[config.mk]
export PLATFORM = sky130hd
export DESIGN_NAME = weight_stream_receiver
export DESIGN_NICKNAME = d
export VERILOG_FILES = /design/src/rtl/weight_stream_receiver.sv
export SDC_FILE = /design/constraint.sdc
export NUM_CORES = 1
export LEC_CHECK = 0
export CAP_MARGIN = 5
export CELL_PAD_IN_SITES_DETAIL_PLACEMENT = 1
export CELL_PAD_IN_SITES_GLOBAL_PLACEMENT = 2
export CORE_MARGIN = 8
export CORE_UTILIZATION = 47
export CTS_CLUSTER_SIZE = 28
export DETAILED_ROUTE_END_ITERATION = 6
export PLACE_DENSITY_LB_ADDON = 0.1
export SLEW_MARGIN = 20
export SYNTH_ARGS = -nofsm -noshare
export SYNTH_HDL_FRONTEND = slang
export SYNTH_SLANG_ARGS = --single-unit
[constraint.sdc]
create_clock -name ap_clk -period 6.55 [get_ports ap_clk]
set_input_delay 1.965 -clock ap_clk [delete_from_list [all_inputs] [get_ports ap_clk]]
set_output_delay 1.965 -clock ap_clk [all_outputs]
set_load 0.02 [all_outputs]
[src/rtl/weight_stream_receiver.sv]
// Coefficient buffer loader: pops MEM_SIZE words from an upstream FIFO into a
// local kernel buffer, then serves registered reads to the compute engine.
module weight_stream_receiver #(
  parameter int MEM_SIZE   = 9,
  parameter int DATA_WIDTH = 16,
  localparam int ADDR_W    = (MEM_SIZE > 1) ? $clog2(MEM_SIZE) : 1
) (
  input  logic                  ap_clk,
  input  logic                  ap_rst,
  input  logic [DATA_WIDTH-1:0] input_V_dout,
  input  logic                  input_V_empty_n,
  output logic                  input_V_read,
  input  logic [ADDR_W-1:0]     weight_V_address0,
  input  logic                  weight_V_ce0,
  output logic [DATA_WIDTH-1:0] weight_V_q0,
  input  logic                  reload,
  output logic                  ready,
  output logic                  load_done
);

  localparam logic [0:0] S_LOAD  = 1'b0;
  localparam logic [0:0] S_READY = 1'b1;

  localparam logic [ADDR_W-1:0] LP_LAST = ADDR_W'(MEM_SIZE - 1);
  localparam logic [ADDR_W:0]   LP_SIZE = (ADDR_W + 1)'(MEM_SIZE);

  logic [0:0]            r_state;
  logic [ADDR_W-1:0]     r_wr_ptr;
  logic                  r_load_done;
  logic [DATA_WIDTH-1:0] r_mem [MEM_SIZE];
  logic [DATA_WIDTH-1:0] r_q0_p1;

  logic w_pop;
  logic w_last;
  logic w_addr_ok;

  // Reset gates the strobe so no word is consumed in a reset cycle.
  assign w_pop        = (r_state == S_LOAD) && input_V_empty_n && !ap_rst;
  assign w_last       = (r_wr_ptr == LP_LAST);
  assign w_addr_ok    = ({1'b0, weight_V_address0} < LP_SIZE);
  assign input_V_read = w_pop;
  assign ready        = (r_state == S_READY);
  assign load_done    = r_load_done;
  assign weight_V_q0  = r_q0_p1;

  always_ff @(posedge ap_clk) begin
    if (ap_rst) begin
      r_state     <= S_LOAD;
      r_wr_ptr    <= '0;
      r_load_done <= 1'b0;
    end else begin
      r_load_done <= 1'b0;
      case (r_state)
        S_LOAD: begin
          if (w_pop) begin
            if (w_last) begin
              r_wr_ptr    <= '0;
              r_state     <= S_READY;
              r_load_done <= 1'b1;
            end else begin
              r_wr_ptr <= r_wr_ptr + 1'b1;
            end
          end
        end
        default: begin
          if (reload) r_state <= S_LOAD;
        end
      endcase
    end
  end

  // Buffer contents survive reset; only the fill pointer restarts.
  always_ff @(posedge ap_clk) begin
    if (w_pop) r_mem[r_wr_ptr] <= input_V_dout;
  end

  // Read stage p1: nonblocking update gives read-first on a same-address write.
  always_ff @(posedge ap_clk) begin
    if (ap_rst) begin
      r_q0_p1 <= '0;
    end else if (weight_V_ce0) begin
      r_q0_p1 <= w_addr_ok ? r_mem[weight_V_address0] : '0;
    end
  end

endmodule

==> results of run 1 <==
==> Yosys cell counts (all sizes together) (8+ instances only) <==
master,instances
edfxtp,144
mux2i,33
dfxtp,22
mux4,16
a22oi,15
buf,12
nand2,12
nor2,12
nand2b,10
nor2b,9
nor3b,9
o31ai,9
a21oi,8
and2,8
o21bai,8
o22ai,8
==> worst paths after layout <==
path,cells past startpoint,startpoint,to
max,5,ap_rst,input_V_read
min,2,r_mem[8][14]$_DFFE_PP_,weight_V_q0[14]$_SDFFE_PP0P_
max reg2reg,4,ready$_SDFF_PP0_,r_mem[6][5]$_DFFE_PP_
min reg2reg,2,r_mem[8][14]$_DFFE_PP_,weight_V_q0[14]$_SDFFE_PP0P_
==> through the flow <==
step                cell area [sq um]  power (uW)  util (%)  cells
floorplan                        6460        1270         -    364
global placement                 7000        1320      51.2    573
detailed placement               7000        1330      51.2    573
CTS                              7570        2280      55.4    605
global route                     7570        2330      55.4    605
finish                           7570        2270      55.4    605
==> where the power goes <==
group	internal, uW	switching [uW]
registers	1170	7.19
logic	54.6	74.3
clock network	580	386
total	1800	467
==> state kept, by name, summed over array words and instances, names as in the netlist <==
register / flops
weight_V_q0: 16
ready: 1
r_wr_ptr: 4
r_mem: 144
load_done: 1
==> layer usage <==
metal | wire (um) | vias up
li1 | - | 1521
met1 | 6210 | 1777
met2 | 7230 | 72
met3 | 628 | 19
met4 | 199 | 0
met5 | 0 | -
==> worst reg2reg max path: cells and delay by family (launching register included) <==
kind          cells  cell delay (ns)
simple gates      4             1.52
flops             1             0.32
==> logic make-up (layout without fill, tap and decap cells) <==
family                   count (synthesis)  after routing  share of synthesized area [%]
adder cells (fa/ha/maj)                  4              4                          0.775
multiplexers                            49             49                           10.8
buffers and inverters                   21             82                           2.31
XOR/XNOR                                 3              3                          0.407
flip-flops                             166            166                           73.8
AND/OR/NAND/NOR                         70             70                           6.39
AO/OA/AOI/OAI                           51             51                           5.54
==> area by class of cell <==
class	count	area, sq um	area share (%)
sequential	166	4760	63.0
multi-input combinational	177	1550	20.5
clock buffer	24	472	6.23
timing repair buffer	46	443	5.85
tap	180	225	2.98
clock inverter	8	100	1.32
inverter	4	15.0	0.198
==> summary.txt, run 1 <==
Worst hold margin: 0.454 ns
Die extent in y: 133 um
Final Skew: 0.00549 ns
Crit path top cell by count: clkdlybuf4s50_1
Mapped Cells: 364
Cell chain of the critical path: clkdlybuf4s50_1 > nor2_1 > nand2_1 > inv_2 > clkdlybuf4s50_1
Fill cell count: 1264
Vias per inst: 5.60
IR drop worst, VDD: 200 uV
DIE WIDTH: 133 um
GR Util met3: 3.88%
CP Max Fanout: 6
Initial antenna violation count: 0
Layout cells sized above 1: 12.9%
GRT Total Usage: 16.7%
Synth Net Count: 393
Drt total wl: 14300 um
Yosys cell types: 38
RSZ-0062 raised after global routing: no
Met1 Use GR: 20.3%
Critical path buffers and inverters: 3
R2R setup slack: 4.33 ns
Cell Area, Synth: 0.00646 sq mm
Global-route wire length before repair: 21800 um
Setup crit start kind: primary input
Fmax: 187 MHz
DR iter-0 viols: 242
Clock Sinks: 166
# hold bufs at CTS: 0
Final ANT Viol Nets: 0
CP arrival: 3.38 ns
WP data required: 4.59 ns
DRC violations left: 0
WL/cell: 23.6 um
Worst skew pair latency: 0.42 ns
Vias: 3389
Final Max Tran Viols: 0
Mapped Avg Cell Area: 17.7 sq um
Largest net degree at the start of global routing: 29
Number of synthesized flops with an enable pin: 144
Period Utilization, post-route: 81.7%
Grt ovf: 0
Cts repair resizes: 0
Top Ports: 44
Port Buffer Count: 43
Clock period minus final worst setup slack: 5.35 ns
Crit path kind: in2out
Power per Cell Area: 300 mW/mm^2
Die area: 0.0177 sq mm
Synth area leaders: edfxtp_1, dfxtp_1, mux2i_1, mux4_2, a22oi_1
Post-synth top flop: edfxtp_1
Final RePlAce weighted congestion: 0.696
Slowest cell on crit path: clkdlybuf4s50_1
Starting Density: 47.3%
Antenna fix cells: 0
HPWL after DPL: 8270 um
Postcts setup bufs: 0
GR peak layer: met2
CP delay by family, top: buffers and inverters
Total number of H-tree levels: 4
Worst slack, placed: 1.19 ns
Pleak: 0.00254 uW
Most frequent cells in the layout: edfxtp_1, clkdlybuf4s50_1, mux2i_1
Least-Margin Pin Slew: 1.10 ns
Area share of the largest cell type after synthesis: 67.0%
Core area: 0.0137 sq mm
Number of clock buffers inserted by TritonCTS: 17
Slew headroom: 26.6%
YS warnings: 0
First drt pass iteration count: 4
Max Root-Sink Buffers: 2
Hold Vio Cnt, Final: 0
Max-cap violation count: 0
Num rows: 43
Nets: 441
Most common cell after layout, fill and taps aside: edfxtp_1
Final setup TNS: 0 ns
Worst setup slack after layout: 1.20 ns
Met2 Track Usage GR: 28.1%
Critical Path Max Stage Delay: 0.62 ns
Area leader, netlist: edfxtp_1
HP Class: reg2reg
CTS tree: done
Clock root buffer: clkbuf_16
Status: completed
Setup violators final: 0
Sequential area share after synthesis: 73.8%
Number of synthesized register bits: 166
Synthesis-to-finish area growth: 17.2%
Clock transition at path regs: 0.06 ns
Worst setup EP type: primary output
Vias in the first global route: 3724
Async SR Flop Fraction: 0%
Note: power is estimated with default switching activity, not from simulation.
==> run 2: changes to the inputs <==
--- a/config.mk
+++ b/config.mk
@@ -9,7 +9,7 @@
 export CELL_PAD_IN_SITES_DETAIL_PLACEMENT = 1
 export CELL_PAD_IN_SITES_GLOBAL_PLACEMENT = 2
 export CORE_MARGIN = 8
-export CORE_UTILIZATION = 47
+export CORE_UTILIZATION = 40
 export CTS_CLUSTER_SIZE = 28
 export DETAILED_ROUTE_END_ITERATION = 6
 export PLACE_DENSITY_LB_ADDON = 0.1
==> constraint.sdc (replaced) <==
create_clock -name ap_clk -period 4.65 [get_ports ap_clk]
set_input_delay 1.395 -clock ap_clk [delete_from_list [all_inputs] [get_ports ap_clk]]
set_output_delay 1.395 -clock ap_clk [all_outputs]
set_load 0.02 [all_outputs]
==> summary.txt, run 2 (synthesized netlist as in run 1, its figures left out) <==
DRC violations left: 0 (unchanged)
Comb pwr share: 5.9% (+0.2 points)
Crit path kind: in2out
Worst setup slack after layout: 0.395 ns (-0.807 ns)
Hold path depth: 2 (unchanged)
Grt ovf: 0 (unchanged)
CP arrival: 2.86 ns (-0.52 ns)
Power per Cell Area: 414 mW/mm^2 (+38%)
Fill cell count: 1488 (+18%)
Largest net degree at the start of global routing: 21 (-28%)
Worst slack, placed: 0.391 ns (-0.801 ns)
Worst setup EP type: primary output
Pleak: 0.00261 uW (+2.8%)
Least-Margin Pin Slew: 0.917 ns (-0.183 ns)
Fmax: 235 MHz
Switching share of power: 21.0% (+0.45 points)
# hold bufs at CTS: 0 (unchanged)
RSZ-0062 raised after global routing: no
Sequential cell area: 0.00476 sq mm (unchanged)
CP Max Fanout: 6 (unchanged)
Most common cell after layout, fill and taps aside: edfxtp_1
Postcts setup bufs: 0 (unchanged)
Status: completed
Top Ports: 44 (unchanged)
Nets: 455 (+3.2%)
DR iter-0 viols: 137 (-43%)
Number of cells on the worst reg-to-reg path: 5 (+1)
Footprint of the multi-input gates: 0.00155 sq mm (+0.16%)
HPWL after DPL: 8800 um (+6.4%)
Max FFs per register: 144 (unchanged)
Setup crit start kind: primary input
Final setup TNS: 0 ns (unchanged)
GRT Total Usage: 14.9% (-1.7 points)
Die area: 0.0205 sq mm (+15%)
First drt pass iteration count: 4 (unchanged)
Drt total wl: 14400 um (+0.92%)
Cts repair resizes: 0 (unchanged)
Num rows: 46 (+7.0%)
HP Class: reg2reg
Slowest cell on crit path: clkdlybuf4s50_1
Starting Density: 40.8% (-6.5 points)
Number of clock buffers inserted by TritonCTS: 17 (unchanged)
Top reg by flops: r_mem
Clock Sinks: 166 (unchanged)
Final RePlAce weighted congestion: 0.675 (-3.0%)
Max-cap violation count: 0 (unchanged)
Final ANT Viol Nets: 0 (unchanged)
Clock period minus final worst setup slack: 4.26 ns
R2R setup slack: 2.61 ns (-1.72 ns)
CTS tree: done
Most frequent cells in the layout: edfxtp_1, clkdlybuf4s50_1, mux2i_1
Die extent in y: 143 um (+7.4%)
Clock transition at path regs: 0.06 ns (about the same)
Vias per inst: 5.20 (-7.2%)
WL/cell: 22.0 um (-6.8%)
Final Max Tran Viols: 0 (unchanged)
Total number of H-tree levels: 4 (unchanged)
IR drop worst, VDD: 266 uV (+33%)
Max Root-Sink Buffers: 2 (unchanged)
Slew headroom: 38.6% (+12 points)
Int Pwr: 2530 uW (+40%)
Synthesis-to-finish area growth: 19.9%
Period Utilization, post-route: 91.5%
Clock share of power: 42.5% (about the same)
Antenna fix cells: 0 (unchanged)
Worst skew pair latency: 0.42 ns (about the same)
P_sw: 674 uW (+44%)
Vias: 3404 (+0.44%)
Global-route wire length before repair: 21700 um (-0.22%)
Flop pwr share: 51.6% (about the same)
Initial antenna violation count: 0 (unchanged)
Core area: 0.0158 sq mm (+16%)
Critical Path Max Stage Delay: 0.62 ns (about the same)
WP data required: 3.25 ns (-1.34 ns)
DIE WIDTH: 143 um (+7.4%)
Final Skew: 0.00732 ns (+0.00183 ns)
Cell chain of the critical path: clkdlybuf4s50_1 > nor2_1 > nand2_1 > inv_2 > clkdlybuf4s50_1
Clock root buffer: clkbuf_16
Crit path top cell by count: clkdlybuf4s50_1
Port Buffer Count: 43 (unchanged)
Layout cells sized above 1: 15.5% (+2.5 points)
Hold Vio Cnt, Final: 0 (unchanged)
Vias in the first global route: 3583 (-3.8%)
Setup violators final: 0 (unchanged)
## run 2: cell types whose count changed in the layout (fill, tap and decap cells not counted), sizes merged
| cell | delta |
|---|---|
| clkinvlp | +2 |
| clkdlybuf4s50 | +1 |
| clkbuf | -4 |
| inv | +1 |
| buf | +13 |
| clkinv | +1 |
## run 2: final cells by class
class	instances	share of cell area, %
Clock buffer	20	5.77
Clock inverter	12	1.66
Inverter	4	0.194
Multi-Input combinational cell	177	20.0
Sequential cell	166	61.5
Tap cell	216	3.49
Timing Repair Buffer	60	7.30
## run 2: worst paths after layout
kind / from / to
worst max-delay path: ap_rst / input_V_read
worst min-delay path: r_mem[8][9]$_DFFE_PP_ / weight_V_q0[9]$_SDFFE_PP0P_
worst max register to register: ready$_SDFF_PP0_ / r_mem[0][2]$_DFFE_PP_
worst min register to register: r_mem[8][9]$_DFFE_PP_ / weight_V_q0[9]$_SDFFE_PP0P_
## run 2: critical path, delay by kind of cell
family	cells	cell delay (ns)
buf+inv	3	1.19
simple gates	2	0.27
## run 2: per-layer routing
| layer | global-route usage (%) | part of all wire [%] | routed length (um) | vias to the layer above |
|---|---|---|---|---|
| met5 | 0 | 0 | 0 | - |
| li1 | - | - | - | 1556 |
| met1 | 18.8 | 44 | 6380 | 1764 |
| met2 | 24.2 | 49 | 7100 | 66 |
| met3 | 4.01 | 5.0 | 717 | 18 |
| met4 | 5.70 | 1.4 | 205 | 0 |
## run 2: per-stage QoR
step / utilization [%] / std cells / total power, uW / cell area [sq um] / hold WS (ns)
6_report: 48.9 / 655 / 3200 / 7740 / 0.458
5_1_grt: 48.9 / 655 / 3300 / 7740 / 0.485
4_1_cts: 48.9 / 655 / 3240 / 7740 / 0.464
3_5_place_dp: 45.3 / 623 / 1880 / 7170 / 0.449
3_3_place_gp: 45.3 / 623 / 1870 / 7170 / 0.437
2_1_floorplan: - / 364 / 1790 / 6460 / 0.432
## run 2: power by group through the flow
stage,Clock (uW),Combinational (uW),Sequential [uW]
after floorplan,0,95.2,1690
after global placement,0,190,1680
after detailed placement,0,192,1680
after CTS,1400,193,1650
after global routing,1450,205,1650
final,1360,188,1650
